## src/rtl/aperture_xlate_if.sv

```systemverilog
// A8-side and SDRAM-side signal bundle for the aperture translator.
// slave: translator view; master: bus/decoder/SDRAM-controller view.
interface aperture_xlate_if;
    logic        a8_rw_n;
    logic [7:0]  a8_data;
    logic [15:0] addr;
    logic        aValid;
    logic        wValid;
    logic        inRange;
    logic [23:0] baseAddr;
    logic [7:0]  loPage;
    logic        mem_req;
    logic        mem_we;
    logic [23:0] mem_addr;
    logic [7:0]  mem_wdata;
    logic        mem_ack;
    logic [7:0]  mem_rdata;
    logic [7:0]  rdData;
    logic        rdValid;
    logic        busy;
    logic        timeoutErr;

    modport slave (
        input  a8_rw_n,
        input  a8_data,
        input  addr,
        input  aValid,
        input  wValid,
        input  inRange,
        input  baseAddr,
        input  loPage,
        output mem_req,
        output mem_we,
        output mem_addr,
        output mem_wdata,
        input  mem_ack,
        input  mem_rdata,
        output rdData,
        output rdValid,
        output busy,
        output timeoutErr
    );

    modport master (
        output a8_rw_n,
        output a8_data,
        output addr,
        output aValid,
        output wValid,
        output inRange,
        output baseAddr,
        output loPage,
        input  mem_req,
        input  mem_we,
        input  mem_addr,
        input  mem_wdata,
        output mem_ack,
        output mem_rdata,
        input  rdData,
        input  rdValid,
        input  busy,
        input  timeoutErr
    );
endinterface

```

## src/rtl/aperture_xlate.sv

```systemverilog
// Translates A8 aperture hits into one SDRAM request/ack transaction
// per bus cycle, with a bounded wait on the controller's acknowledge.
module aperture_xlate #(
    parameter int unsigned TIMEOUT = 15
) (
    input logic              clk,
    input logic              a8_rst,
    aperture_xlate_if.slave  bus
);

    typedef enum logic [2:0] {
        IDLE    = 3'd0,
        RD      = 3'd1,
        WR_WAIT = 3'd2,
        WR      = 3'd3,
        DONE    = 3'd4
    } state_t;

    localparam logic [7:0] TO_LIMIT = 8'(TIMEOUT);
    localparam logic [7:0] CFG_PAGE = 8'hD6;

    state_t      state_q, state_d;
    logic [7:0]  cnt_q, cnt_d;
    logic        req_q, req_d;
    logic        we_q, we_d;
    logic [23:0] maddr_q, maddr_d;
    logic [7:0]  wdata_q, wdata_d;
    logic [7:0]  rd_q, rd_d;
    logic        rdv_q, rdv_d;
    logic        busy_q, busy_d;
    logic        terr_q, terr_d;

    logic        trig;
    logic [7:0]  page;
    logic [23:0] xaddr;
    logic        acked;
    logic        expired;

    // The config page is owned by the decoder and is never translated.
    assign trig = bus.aValid & bus.inRange
                & (bus.addr[15:8] != CFG_PAGE);

    assign page  = bus.addr[15:8] - bus.loPage;
    assign xaddr = bus.baseAddr + {8'h00, page, bus.addr[7:0]};

    assign acked   = req_q & bus.mem_ack;
    assign expired = req_q & ~bus.mem_ack & (cnt_q == TO_LIMIT);

    always_comb begin
        state_d = state_q;
        cnt_d   = cnt_q;
        req_d   = req_q;
        we_d    = we_q;
        maddr_d = maddr_q;
        wdata_d = wdata_q;
        rd_d    = rd_q;
        rdv_d   = 1'b0;
        terr_d  = 1'b0;

        unique case (state_q)
            IDLE: begin
                if (trig) begin
                    maddr_d = xaddr;
                    we_d    = ~bus.a8_rw_n;
                    if (bus.a8_rw_n) begin
                        state_d = RD;
                        req_d   = 1'b1;
                        cnt_d   = 8'd0;
                    end else begin
                        state_d = WR_WAIT;
                    end
                end
            end
            WR_WAIT: begin
                if (bus.wValid) begin
                    state_d = WR;
                    wdata_d = bus.a8_data;
                    req_d   = 1'b1;
                    cnt_d   = 8'd0;
                end else if (!bus.aValid) begin
                    state_d = IDLE;
                end
            end
            RD, WR: begin
                // An ack in the expiry cycle still completes normally.
                if (acked) begin
                    state_d = DONE;
                    req_d   = 1'b0;
                    if (state_q == RD) begin
                        rd_d  = bus.mem_rdata;
                        rdv_d = 1'b1;
                    end
                end else if (expired) begin
                    state_d = DONE;
                    req_d   = 1'b0;
                    terr_d  = 1'b1;
                    if (state_q == RD) begin
                        rd_d  = 8'hFF;
                        rdv_d = 1'b1;
                    end
                end else begin
                    cnt_d = cnt_q + 8'd1;
                end
            end
            DONE: begin
                if (!bus.aValid) begin
                    state_d = IDLE;
                end
            end
            default: begin
                state_d = IDLE;
                req_d   = 1'b0;
            end
        endcase

        busy_d = (state_d != IDLE);
    end

    always_ff @(posedge clk) begin
        if (a8_rst) begin
            state_q <= IDLE;
            cnt_q   <= 8'd0;
            req_q   <= 1'b0;
            we_q    <= 1'b0;
            maddr_q <= 24'd0;
            wdata_q <= 8'd0;
            rd_q    <= 8'hFF;
            rdv_q   <= 1'b0;
            busy_q  <= 1'b0;
            terr_q  <= 1'b0;
        end else begin
            state_q <= state_d;
            cnt_q   <= cnt_d;
            req_q   <= req_d;
            we_q    <= we_d;
            maddr_q <= maddr_d;
            wdata_q <= wdata_d;
            rd_q    <= rd_d;
            rdv_q   <= rdv_d;
            busy_q  <= busy_d;
            terr_q  <= terr_d;
        end
    end

    assign bus.mem_req    = req_q;
    assign bus.mem_we     = we_q;
    assign bus.mem_addr   = maddr_q;
    assign bus.mem_wdata  = wdata_q;
    assign bus.rdData     = rd_q;
    assign bus.rdValid    = rdv_q;
    assign bus.busy       = busy_q;
    assign bus.timeoutErr = terr_q;

endmodule

```

## src/flat_wrapper.sv

```systemverilog
// flat-port wrapper written by rule: the top's interface ports become plain ports
module aperture_xlate_flat 
#(
    parameter int unsigned TIMEOUT = 15
)
  (clk, a8_rst, bus_a8_rw_n, bus_a8_data, bus_addr, bus_aValid, bus_wValid, bus_inRange, bus_baseAddr, bus_loPage, bus_mem_req, bus_mem_we, bus_mem_addr, bus_mem_wdata, bus_mem_ack, bus_mem_rdata, bus_rdData, bus_rdValid, bus_busy, bus_timeoutErr);
  aperture_xlate_if bus_i ();
  input logic clk;
  input logic a8_rst;
  input wire logic [$bits(bus_i.a8_rw_n)-1:0] bus_a8_rw_n;
  input wire logic [$bits(bus_i.a8_data)-1:0] bus_a8_data;
  input wire logic [$bits(bus_i.addr)-1:0] bus_addr;
  input wire logic [$bits(bus_i.aValid)-1:0] bus_aValid;
  input wire logic [$bits(bus_i.wValid)-1:0] bus_wValid;
  input wire logic [$bits(bus_i.inRange)-1:0] bus_inRange;
  input wire logic [$bits(bus_i.baseAddr)-1:0] bus_baseAddr;
  input wire logic [$bits(bus_i.loPage)-1:0] bus_loPage;
  output wire logic [$bits(bus_i.mem_req)-1:0] bus_mem_req;
  output wire logic [$bits(bus_i.mem_we)-1:0] bus_mem_we;
  output wire logic [$bits(bus_i.mem_addr)-1:0] bus_mem_addr;
  output wire logic [$bits(bus_i.mem_wdata)-1:0] bus_mem_wdata;
  input wire logic [$bits(bus_i.mem_ack)-1:0] bus_mem_ack;
  input wire logic [$bits(bus_i.mem_rdata)-1:0] bus_mem_rdata;
  output wire logic [$bits(bus_i.rdData)-1:0] bus_rdData;
  output wire logic [$bits(bus_i.rdValid)-1:0] bus_rdValid;
  output wire logic [$bits(bus_i.busy)-1:0] bus_busy;
  output wire logic [$bits(bus_i.timeoutErr)-1:0] bus_timeoutErr;
  assign bus_i.a8_rw_n = bus_a8_rw_n;
  assign bus_i.a8_data = bus_a8_data;
  assign bus_i.addr = bus_addr;
  assign bus_i.aValid = bus_aValid;
  assign bus_i.wValid = bus_wValid;
  assign bus_i.inRange = bus_inRange;
  assign bus_i.baseAddr = bus_baseAddr;
  assign bus_i.loPage = bus_loPage;
  assign bus_mem_req = bus_i.mem_req;
  assign bus_mem_we = bus_i.mem_we;
  assign bus_mem_addr = bus_i.mem_addr;
  assign bus_mem_wdata = bus_i.mem_wdata;
  assign bus_i.mem_ack = bus_mem_ack;
  assign bus_i.mem_rdata = bus_mem_rdata;
  assign bus_rdData = bus_i.rdData;
  assign bus_rdValid = bus_i.rdValid;
  assign bus_busy = bus_i.busy;
  assign bus_timeoutErr = bus_i.timeoutErr;
  aperture_xlate #(.TIMEOUT(TIMEOUT)) u_core (.clk(clk), .a8_rst(a8_rst), .bus(bus_i));
endmodule
```

## config.mk

```make
export PLATFORM = sky130hd
export DESIGN_NAME = aperture_xlate_flat
export DESIGN_NICKNAME = d
export VERILOG_FILES = /design/src/rtl/aperture_xlate_if.sv /design/src/rtl/aperture_xlate.sv /design/src/flat_wrapper.sv
export SDC_FILE = /design/constraint.sdc
export NUM_CORES = 1
export LEC_CHECK = 0
export ABC_AREA = 1
export BUFFER_PORTS_ARGS = -buffer_cell sky130_fd_sc_hd__buf_2
export CORE_MARGIN = 8
export CORE_UTILIZATION = 30
export CTS_CLUSTER_DIAMETER = 80
export DETAILED_ROUTE_END_ITERATION = 8
export PLACE_DENSITY = 0.58
export SLEW_MARGIN = 20
export SYNTH_ARGS = -nofsm -noshare
export SYNTH_HDL_FRONTEND = slang
export SYNTH_SLANG_ARGS = --single-unit
```

## constraint.sdc

```tcl
create_clock -name clk -period 2.6 [get_ports clk]
set_input_delay 0.13 -clock clk [delete_from_list [all_inputs] [get_ports clk]]
set_output_delay 0.13 -clock clk [all_outputs]
set_load 0.01 [all_outputs]
```

==> results.json <==
{
  "seq_power_share_pct": 36.4,
  "end_kind": "register",
  "worstHoldPathType": "input port to register",
  "fillers": 1524,
  "p_int_mw": 1.62,
  "syn2layout_area_growth_pct": 23.6,
  "antenna_left": 0,
  "syn_area_sq_um": 4230,
  "grt_max_degree": 48,
  "synth_top_area_share_pct": 26.5,
  "dp_worst_setup_slack_ns": -0.103,
  "finClkSkew_ns": 0.00950,
  "crit_required_ns": 2.80,
  "fin_ws_ns": 0.276,
  "worstPathCellList": "buf_2, inv_1, ha_1, a21oi_1, nand2_1, a21oi_1, o21ai_0, xnor2_1, inv_1, ha_1, nand2_2, nor2_1, nand2_1, nor2_1, nand2_1, nand4_1, nand3_1, nand2_1, inv_1",
  "drtIter0Drc": 287,
  "syn-num-nets": 773,
  "grt_pass1_vias": 4160,
  "power_frac_clock_pct": 26.3,
  "crit_fanout": 4,
  "yosys_warnings": 0,
  "cts_buffers": 5,
  "synthCells": 674,
  "fp-row-count": 43,
  "cp.arrival_ns": 2.53,
  "synthFlopType": "dfxtp_1",
  "period_needed_ns": 2.32,
  "ir_drop_mv": 0.250,
  "vias": 4376,
  "die_width_microns": 135,
  "fp.coreArea_sq_um": 13800,
  "yosysMostFrequentCell": "nand2_1",
  "final_max_slew_viol_count": 0,
  "hold_violations": 0,
  "cts_sinks": 56,
  "dr.pass1.iters": 4,
  "root_buffer": "clkbuf_16",
  "p_leak_nw": 2.74,
  "route.detailed.drc": 0,
  "seq_area_sq_um": 1120,
  "synth.cells.most_frequent": "nand2_1 (191), inv_1 (113), nor2_1 (57)",
  "cp_slowest_stage_delay_ns": 0.36,
  "insertion_delay_ns": 0.30,
  "antenna_found_initial": 0,
  "slew-limit-headroom_pct": 35.3,
  "period_share_pct": 89.4,
  "path_clk_slew_ns": 0.07,
  "cp-start-kind": "input port",
  "antenna_cells": 0,
  "yosys.area.top_type": "dfxtp_1",
  "final_util_pct": 37.8,
  "syn_avg_cell_area_sq_um": 6.27,
  "p_sw_mw": 0.930,
  "max_cap_violations": 0,
  "grt_usage_pct": 14.0,
  "hpwl_microns": 10100,
  "ios": 116,
  "tns_ns": 0,
  "wl_per_cell_microns": 12.9,
  "setup_viol": 0,
  "worstMarginPinSlew_ns": 0.969,
  "viasPerCell": 4.49,
  "fin_nets": 893,
  "multi_input_area_sq_um": 2630,
  "swShare_pct": 36.4,
  "overflow": 0,
  "pwr-share-comb_pct": 37.3,
  "htree_levels": 2,
  "async_flop_share_pct": 0,
  "fmax_mhz": 430,
  "status": "complete, no violations",
  "hold_buffers": 0,
  "cpMaxStageDelayCell": "ha_1",
  "start_util_pct": 30.6,
  "finalWeightedCongestion": 0.900,
  "cts_tree": "built",
  "clock_path_buffers": 2,
  "powerDensity_nw_per_um2": 489,
  "finalWirelength_microns": 12600,
  "synth.area.top_cells": "dfxtp_1 (27%), nand2_1 (17%), inv_1 (10%)",
  "drive_above_1_share_pct": 21.2,
  "grt_pass1_wl_microns": 20700,
  "worstSetupPathType": "input port to register",
  "fp.dieH_microns": 135,
  "place.port_buffers": 115,
  "die-area_sq_um": 18100,
  "synth_edf_count": 0,
  "synth-seq-area-share_pct": 26.5,
  "ys_types": 34,
  "crit_top_cell": "nand2_1",
  "hold_slack_ns": 0.0753,
  "ys_ff_latch": 56
}
what timing repair did:
action / in CTS / in global routing
setup buffers: 0 / 1
resized for setup: 0 / 18
setup endpoints to repair: 0 / 10
flip-flops by register name (all words and copies together), names as in the netlist:
register               flops
u_core.bus.rdData          8
u_core.bus.rdValid         1
u_core.state_q             3
u_core.cnt_q               8
u_core.bus.mem_wdata       8
u_core.bus.mem_we          1
u_core.bus.mem_addr       24
u_core.bus.mem_req         1
u_core.bus.timeoutErr      1
u_core.bus.busy            1
placed cells by master (no fill, tap or decap), drive strengths merged:
| cell | n |
|---|---|
| dfxtp | 56 |
| nand2 | 194 |
| nand3 | 57 |
| xnor2 | 10 |
| nand4 | 22 |
| o21bai | 1 |
| buf | 127 |
| a21o | 1 |
| or2 | 1 |
| clkinvlp | 1 |
| inv | 116 |
| nor2 | 62 |
| o21ai | 18 |
| ha | 26 |
| and2 | 1 |
| xor2 | 9 |
| nor4 | 1 |
| clkinv | 2 |
| o21a | 11 |
| nand3b | 1 |
| nor3 | 18 |
| fa | 2 |
| a21oi | 48 |
| o211ai | 4 |
| clkbuf | 5 |
layout make-up:
class / instances / area share (%)
multi-input cells: 487 / 50.4
clock inverters: 2 / 0.240
repair buffers: 127 / 12.7
clock buffers: 5 / 2.40
flip-flops and latches: 56 / 21.5
inverters: 117 / 8.43
well taps: 180 / 4.31
cells by family (layout without fill, tap and decap cells):
group / count (synthesis) / count (layout) / share of synthesized area, %
buffers and inverters: 131 / 251 / 12.5
XOR/XNOR: 19 / 19 / 3.94
flip-flops: 56 / 56 / 26.5
AND/OR/NAND/NOR: 357 / 357 / 37.3
AO/OA/AOI/OAI: 83 / 83 / 11.1
adder cells (fa/ha/maj): 28 / 28 / 8.64
stage by stage:
stage	total power, mW	std cells	area, sq um
global route	2.75	974	5220
floorplan	1.55	674	4230
detailed placement	1.86	966	5020
CTS	2.55	973	5160
finish	2.55	974	5220
global placement	1.86	966	5020
layer usage:
layer | up-vias | GRT usage, % | wire, microns
li1 | 2385 | - | -
met4 | 0 | 3.81 | 136
met3 | 7 | 3.05 | 654
met5 | - | 0 | 0
met1 | 1896 | 18.7 | 6140
met2 | 88 | 21.9 | 5670
power groups by stage:
stage / registers, mW / logic [mW] / clock network [mW]
4_1_cts: 0.930 / 0.913 / 0.706
3_5_place_dp: 0.949 / 0.908 / 0
3_3_place_gp: 0.950 / 0.909 / 0
6_report: 0.930 / 0.952 / 0.672
2_1_floorplan: 0.964 / 0.585 / 0
5_1_grt: 0.935 / 1.08 / 0.733
worst paths after layout:
kind	slack, ns	endpoint	cells after the start	from
worst min register to register	0.46	u_core.bus.mem_wdata[5]	2	u_core.bus.mem_wdata[5]
worst min-delay path	0.08	u_core.bus.rdData[6]	3	bus_mem_rdata[6]
worst max register to register	0.71	u_core.bus.mem_addr[11]	8	u_core.state_q[2]
worst max-delay path	0.28	u_core.bus.mem_addr[22]	19	bus_loPage[2]
critical path: cells and delay by family:
kind / cells / cell delay (ns)
AOI/OAI and AO/OA: 3 / 0.40
xor gates and xnor gates: 1 / 0.14
adders and majority gates: 2 / 0.70
buffers and inverters: 4 / 0.21
and+or+nand+nor: 9 / 0.94
Power figures use the tool's default switching activity.
